`config.mk`:
```
export PLATFORM = sky130hd
export DESIGN_NAME = lcd_reader
export DESIGN_NICKNAME = d
export VERILOG_FILES = /design/src/rtl/lcd_pkg.sv /design/src/rtl/lcd_phase_timer.sv /design/src/rtl/lcd_reader.sv
export SDC_FILE = /design/constraint.sdc
export NUM_CORES = 1
export LEC_CHECK = 0
export CAP_MARGIN = 20
export CORE_MARGIN = 2
export CORE_UTILIZATION = 56
export CTS_CLUSTER_DIAMETER = 40
export CTS_CLUSTER_SIZE = 8
export DETAILED_ROUTE_END_ITERATION = 6
export PLACE_DENSITY = 0.83
export SYNTH_ARGS = -nofsm -noshare
export SYNTH_HDL_FRONTEND = slang
export SYNTH_SLANG_ARGS = --single-unit
```
`constraint.sdc`:
```
create_clock -name clk -period 4.1 [get_ports clk]
set_input_delay 0.615 -clock clk [delete_from_list [all_inputs] [get_ports clk]]
set_output_delay 0.615 -clock clk [all_outputs]
set_load 0.03 [all_outputs]
```
`src/rtl/lcd_pkg.sv`:
```
// lcd_pkg: shared state type, busy-flag bit position and timing
// defaults for the HD44780-style read engine.
package lcd_pkg;

  typedef enum logic [2:0] {
    ST_IDLE    = 3'd0,
    ST_SETUP   = 3'd1,
    ST_EHIGH   = 3'd2,
    ST_HOLD    = 3'd3,
    ST_RECOVER = 3'd4
  } lcd_state_e;

  localparam int BF_BIT        = 7;
  localparam int TMR_W         = 16;

  localparam int DEF_SETUP_CYC = 3;
  localparam int DEF_EHIGH_CYC = 12;
  localparam int DEF_HOLD_CYC  = 2;
  localparam int DEF_ELOW_CYC  = 13;
  localparam int DEF_MAX_POLLS = 255;

endpackage

```
`src/rtl/lcd_phase_timer.sv`:
```
// lcd_phase_timer: loadable down-counter; o_done marks the last
// cycle of the phase that was loaded with (length - 1).
module lcd_phase_timer #(
  parameter int W = 16
) (
  input  logic         clk,
  input  logic         reset,
  input  logic         i_load,
  input  logic [W-1:0] i_val,
  output logic         o_done
);

  logic [W-1:0] r_cnt;

  always_ff @(posedge clk or negedge reset) begin
    if (!reset) begin
      r_cnt <= '0;
    end else if (i_load) begin
      r_cnt <= i_val;
    end else if (r_cnt != '0) begin
      r_cnt <= r_cnt - W'(1);
    end
  end

  assign o_done = (r_cnt == '0);

endmodule

```
`src/rtl/lcd_reader.sv`:
```
// lcd_reader: HD44780 read-cycle sequencer with optional busy-flag
// polling limit (enable with LCD_READER_TIMEOUT_EN).
module lcd_reader
  import lcd_pkg::*;
#(
  parameter int SETUP_CYC = DEF_SETUP_CYC,
  parameter int EHIGH_CYC = DEF_EHIGH_CYC,
  parameter int HOLD_CYC  = DEF_HOLD_CYC,
  parameter int ELOW_CYC  = DEF_ELOW_CYC,
  parameter int MAX_POLLS = DEF_MAX_POLLS
) (
  input  logic       clk,
  input  logic       reset,
  input  logic       req,
  input  logic       rs_sel,
  input  logic       poll_bf,
  input  logic [7:0] lcd_data_in,
  output logic       lcd_rs,
  output logic       lcd_rw,
  output logic       lcd_e,
  output logic       bus_own,
  output logic       busy,
  output logic [7:0] rd_data,
  output logic       rd_valid,
  output logic       timeout
);

  lcd_state_e       r_state;
  lcd_state_e       w_next;
  logic             r_rs_lat;
  logic             r_poll_lat;
  logic             w_accept;
  logic             w_bf_wait;
  logic             w_finish;
  logic             w_tdone;
  logic             w_load;
  logic [TMR_W-1:0] w_tval;
  logic             w_own_nxt;
  logic             w_e_nxt;
  logic             w_rs_nxt;
  logic             w_sample;
  logic             r_e;
  logic             r_own;
  logic             r_rs_o;
  logic             r_valid;
  logic [7:0]       r_rd_data;

`ifdef LCD_READER_TIMEOUT_EN
  localparam int PW = $clog2(MAX_POLLS + 1);
  logic [PW-1:0] r_polls;
  logic          w_poll_last;
  logic          w_repoll;
  logic          w_tout;
  logic          r_tout;
`endif

  assign w_accept  = (r_state == ST_IDLE) & req;
  assign w_bf_wait = r_poll_lat & r_rd_data[BF_BIT];

  always_ff @(posedge clk or negedge reset) begin
    if (!reset) begin
      r_state <= ST_IDLE;
    end else begin
      r_state <= w_next;
    end
  end

  always_comb begin
    w_next   = r_state;
    w_finish = 1'b0;
`ifdef LCD_READER_TIMEOUT_EN
    w_repoll = 1'b0;
    w_tout   = 1'b0;
`endif
    unique case (r_state)
      ST_IDLE:    if (req) w_next = ST_SETUP;
      ST_SETUP:   if (w_tdone) w_next = ST_EHIGH;
      ST_EHIGH:   if (w_tdone) w_next = ST_HOLD;
      ST_HOLD:    if (w_tdone) w_next = ST_RECOVER;
      ST_RECOVER: if (w_tdone) begin
        if (!w_bf_wait) begin
          w_next   = ST_IDLE;
          w_finish = 1'b1;
        end
`ifdef LCD_READER_TIMEOUT_EN
        else if (w_poll_last) begin
          w_next   = ST_IDLE;
          w_finish = 1'b1;
          w_tout   = 1'b1;
        end else begin
          w_next   = ST_SETUP;
          w_repoll = 1'b1;
        end
`else
        else w_next = ST_SETUP;
`endif
      end
      default:    w_next = ST_IDLE;
    endcase
  end

  // Every state change reloads the timer with the new phase length.
  assign w_load = (w_next != r_state);

  always_comb begin
    w_tval = '0;
    unique case (w_next)
      ST_SETUP:   w_tval = TMR_W'(SETUP_CYC - 1);
      ST_EHIGH:   w_tval = TMR_W'(EHIGH_CYC - 1);
      ST_HOLD:    w_tval = TMR_W'(HOLD_CYC - 1);
      ST_RECOVER: w_tval = TMR_W'(ELOW_CYC - 1);
      default:    w_tval = '0;
    endcase
  end

  lcd_phase_timer #(
    .W (TMR_W)
  ) u_timer (
    .clk    (clk),
    .reset  (reset),
    .i_load (w_load),
    .i_val  (w_tval),
    .o_done (w_tdone)
  );

  always_comb begin
    w_own_nxt = (w_next != ST_IDLE);
    w_e_nxt   = (w_next == ST_EHIGH);
    w_rs_nxt  = w_own_nxt & (w_accept ? rs_sel : r_rs_lat);
    w_sample  = (r_state == ST_EHIGH) & w_tdone;
  end

  always_ff @(posedge clk or negedge reset) begin
    if (!reset) begin
      r_rs_lat   <= 1'b0;
      r_poll_lat <= 1'b0;
    end else if (w_accept) begin
      r_rs_lat   <= rs_sel;
      r_poll_lat <= poll_bf & ~rs_sel;
    end
  end

  // Pin drives are flops fed from the next state so E never glitches.
  always_ff @(posedge clk or negedge reset) begin
    if (!reset) begin
      r_e       <= 1'b0;
      r_own     <= 1'b0;
      r_rs_o    <= 1'b0;
      r_valid   <= 1'b0;
      r_rd_data <= 8'h00;
    end else begin
      r_e     <= w_e_nxt;
      r_own   <= w_own_nxt;
      r_rs_o  <= w_rs_nxt;
      r_valid <= w_finish;
      if (w_sample) r_rd_data <= lcd_data_in;
    end
  end

`ifdef LCD_READER_TIMEOUT_EN
  assign w_poll_last = (int'(r_polls) + 1 >= MAX_POLLS);

  always_ff @(posedge clk or negedge reset) begin
    if (!reset) begin
      r_polls <= '0;
      r_tout  <= 1'b0;
    end else begin
      r_tout <= w_tout;
      if (w_accept) r_polls <= '0;
      else if (w_repoll) r_polls <= r_polls + PW'(1);
    end
  end

  assign timeout = r_tout;
`else
  assign timeout = 1'b0;
`endif

  assign lcd_e    = r_e;
  assign lcd_rw   = r_own;
  assign lcd_rs   = r_rs_o;
  assign bus_own  = r_own;
  assign busy     = r_own;
  assign rd_data  = r_rd_data;
  assign rd_valid = r_valid;

endmodule

```
==> results.json <==
{
  "die_h_um": 58.8,
  "min_period_ps": 2890,
  "ys_seq_elements": 33,
  "maxSlewHeadroom_pct": 39.5,
  "cts_tree": "yes",
  "dp_hpwl_mm": 2.32,
  "worstHoldPathCells": 1,
  "tightest_slew_ps": 901,
  "htreeDepth": 2,
  "drcViolationCount": 1,
  "antenna_found_initial": 0,
  "wl_met2_mm": 1.56,
  "totalPowerFinal_mw": 0.717,
  "final.setup.tns_ps": 0,
  "clockBufferDepth": 2,
  "status": "finished, violations left",
  "p_leak_nw": 0.806,
  "grt_max_degree": 34,
  "final_common_cell": "dfrtp_1",
  "start_util_pct": 59.9,
  "antenna_cells": 0,
  "cts_resized": 0,
  "postCtsSetupBuffers": 0,
  "mappedNetlistArea_mm2": 0.00168,
  "portBuffers": 26,
  "report.final.slew_viol_count": 0,
  "io_pins": 28,
  "r2r_cells": 7,
  "cp.required_ps": 4290,
  "timing.rr.end": "u_timer.r_cnt[13]",
  "hp-class": "flip-flop to flip-flop",
  "hold_viol_final": 0,
  "clk_pin_slew_ps": 100,
  "period_share_pct": 70.4,
  "numCtsBuffers": 5,
  "dr.max_layer_used": "met4",
  "postRouteAntennaNets": 0,
  "max_cap_violations": 0,
  "finClkSkew_ps": 10.1,
  "grt_pass1_vias": 1270,
  "clock-sinks": 33,
  "crit_fanout": 14,
  "r2r-start": "u_timer.r_cnt[0]",
  "rows": 19,
  "final_cell_mix": "dfrtp_1, clkdlybuf4s50_1, nor2_1, xnor2_1",
  "syn_to_final_growth_pct": 17.7,
  "fillCellCount": 208,
  "hp-start": "r_rs_lat",
  "first_iter_violations": 65,
  "drt-met1-wl_mm": 1.29,
  "cts_root_buf": "clkbuf_4",
  "gp_congestion": 0.802,
  "end_kind": "flip-flop",
  "grt_first_pass_wirelength_mm": 5.45,
  "finalSetupViolCount": 0,
  "dr.pass1.iters": 6,
  "synth.avg_cell_area_um2": 10.2,
  "track_usage_pct": 21.5,
  "syn_nets": 180,
  "worst-r2r-setup-slack_ps": 1210,
  "max_freq_ghz": 0.347,
  "path_class": "flip-flop to flip-flop",
  "power_density_mw_per_mm2": 362,
  "detail_route.wl_per_cell_um": 14.4,
  "violations": "design-rule violations",
  "synthesis.instances": 165,
  "hold_end": "r_rs_lat",
  "drive_gt1_share_pct": 15.2,
  "wl_met3_um": 283,
  "rsz0062_at_grt": "no",
  "synth_seq_area_share_pct": 49.1,
  "startpoint_type": "flip-flop",
  "final_nets": 205,
  "hold-worst-slack_ps": 506,
  "die-area_mm2": 0.00346,
  "cp.arrival_ps": 3070,
  "post-route-util_pct": 70.5,
  "vias_per_cell": 5.85,
  "core_area_mm2": 0.00281,
  "overflow": 0,
  "postCtsHoldBufs": 0,
  "die_w_um": 58.8,
  "via_count": 1298,
  "clock_latency_ps": 340,
  "synth_cell_types": 39,
  "routed_wl_mm": 3.20,
  "synth-warning-count": 0,
  "vdd_ir_drop_max_uv": 260
}
==> cell families after synthesis <==
group	share of synthesized area, %
AO/OA/AOI/OAI	9.16
XOR/XNOR	6.25
adder cells (fa/ha/maj)	1.49
buffers and inverters	4.32
flip-flops	49.1
multiplexers	6.03
other	0.223
AND/OR/NAND/NOR	23.4
==> cell usage after synthesis (all sizes together) <==
cell type	number	area share, %
a2111oi	1	0.89
a222oi	1	0.60
xnor2	11	5.7
nand3b	2	0.89
o21ai	7	2.1
buf	6	3.0
o2bb2ai	1	0.52
or3	7	2.8
o22ai	1	0.37
and2	3	1.2
conb	1	0.22
a31oi	2	0.74
inv	3	0.67
or4	1	0.67
nor2	22	4.9
or3b	2	1.0
o32a	1	0.67
clkbuf	3	0.67
dfrtp	33	49
or2	2	0.74
mux2	9	6.0
nand2b	2	0.74
ha	2	1.5
nand2	11	2.9
o211ai	2	0.89
nor3	10	3.0
nor2b	1	0.37
nor4	4	2.4
xor2	1	0.52
a21oi	8	2.4
nand3	5	1.8
==> worst max-delay path by stage <==
stage,end,startpoint,cells past startpoint,slack (ps)
detailed placement,u_timer.r_cnt[7],u_timer.r_cnt[0],7,1230
CTS,u_timer.r_cnt[13],u_timer.r_cnt[7],5,1190
finish,u_timer.r_cnt[13],u_timer.r_cnt[0],7,1210
global route,u_timer.r_cnt[11],u_timer.r_cnt[0],7,930
global placement,u_timer.r_cnt[8],u_timer.r_cnt[7],5,1370
floorplan,u_timer.r_cnt[0],u_timer.r_cnt[7],6,2030
==> through the flow <==
step / setup WS, ps / instances / area, um^2
2_1_floorplan: 2030 / 165 / 1680
6_report: 1210 / 222 / 1980
3_3_place_gp: 1370 / 214 / 1930
5_1_grt: 928 / 222 / 1980
3_5_place_dp: 1230 / 214 / 1930
4_1_cts: 1190 / 222 / 1980
==> flip-flops by register name, summed over array words and instances (netlist names) <==
name / count
r_rs_lat: 1
lcd_e: 1
rd_valid: 1
rd_data: 8
bus_own: 1
r_poll_lat: 1
lcd_rs: 1
r_state: 3
u_timer.r_cnt: 16
==> final cells by class <==
type | count | area, um^2 | share of cell area [%]
multi-input cells | 120 | 782 | 39.5
flip-flops and latches | 33 | 826 | 41.7
repair buffers | 27 | 268 | 13.5
clock buffers | 7 | 45.0 | 2.28
clock inverters | 1 | 7.51 | 0.380
inverters | 3 | 11.3 | 0.569
well taps | 31 | 38.8 | 1.96
==> metal layers <==
metal | GRT usage, % | vias to the layer above
li1 | - | 623
met1 | 26.3 | 612
met2 | 32.7 | 54
met3 | 8.35 | 9
met4 | 11.4 | 0
met5 | 0 | -
==> power breakdown <==
group | leakage [nW] | switching (mW) | internal, mW | total (mW)
Sequential | 0.393 | 0.0500 | 0.369 | 0.419
Clock | 0.0255 | 0.106 | 0.0676 | 0.174
Combinational | 0.388 | 0.0612 | 0.0629 | 0.124
==> critical path, stage by stage (launching register included) <==
cell	delay, ps
dfrtp_1	440
inv_1	100
ha_1	140
or3b_2	480
nor4_4	510
nand2_4	210
a21oi_1	740
nor2_1	120
No activity file was read; power rests on OpenSTA's default activity.
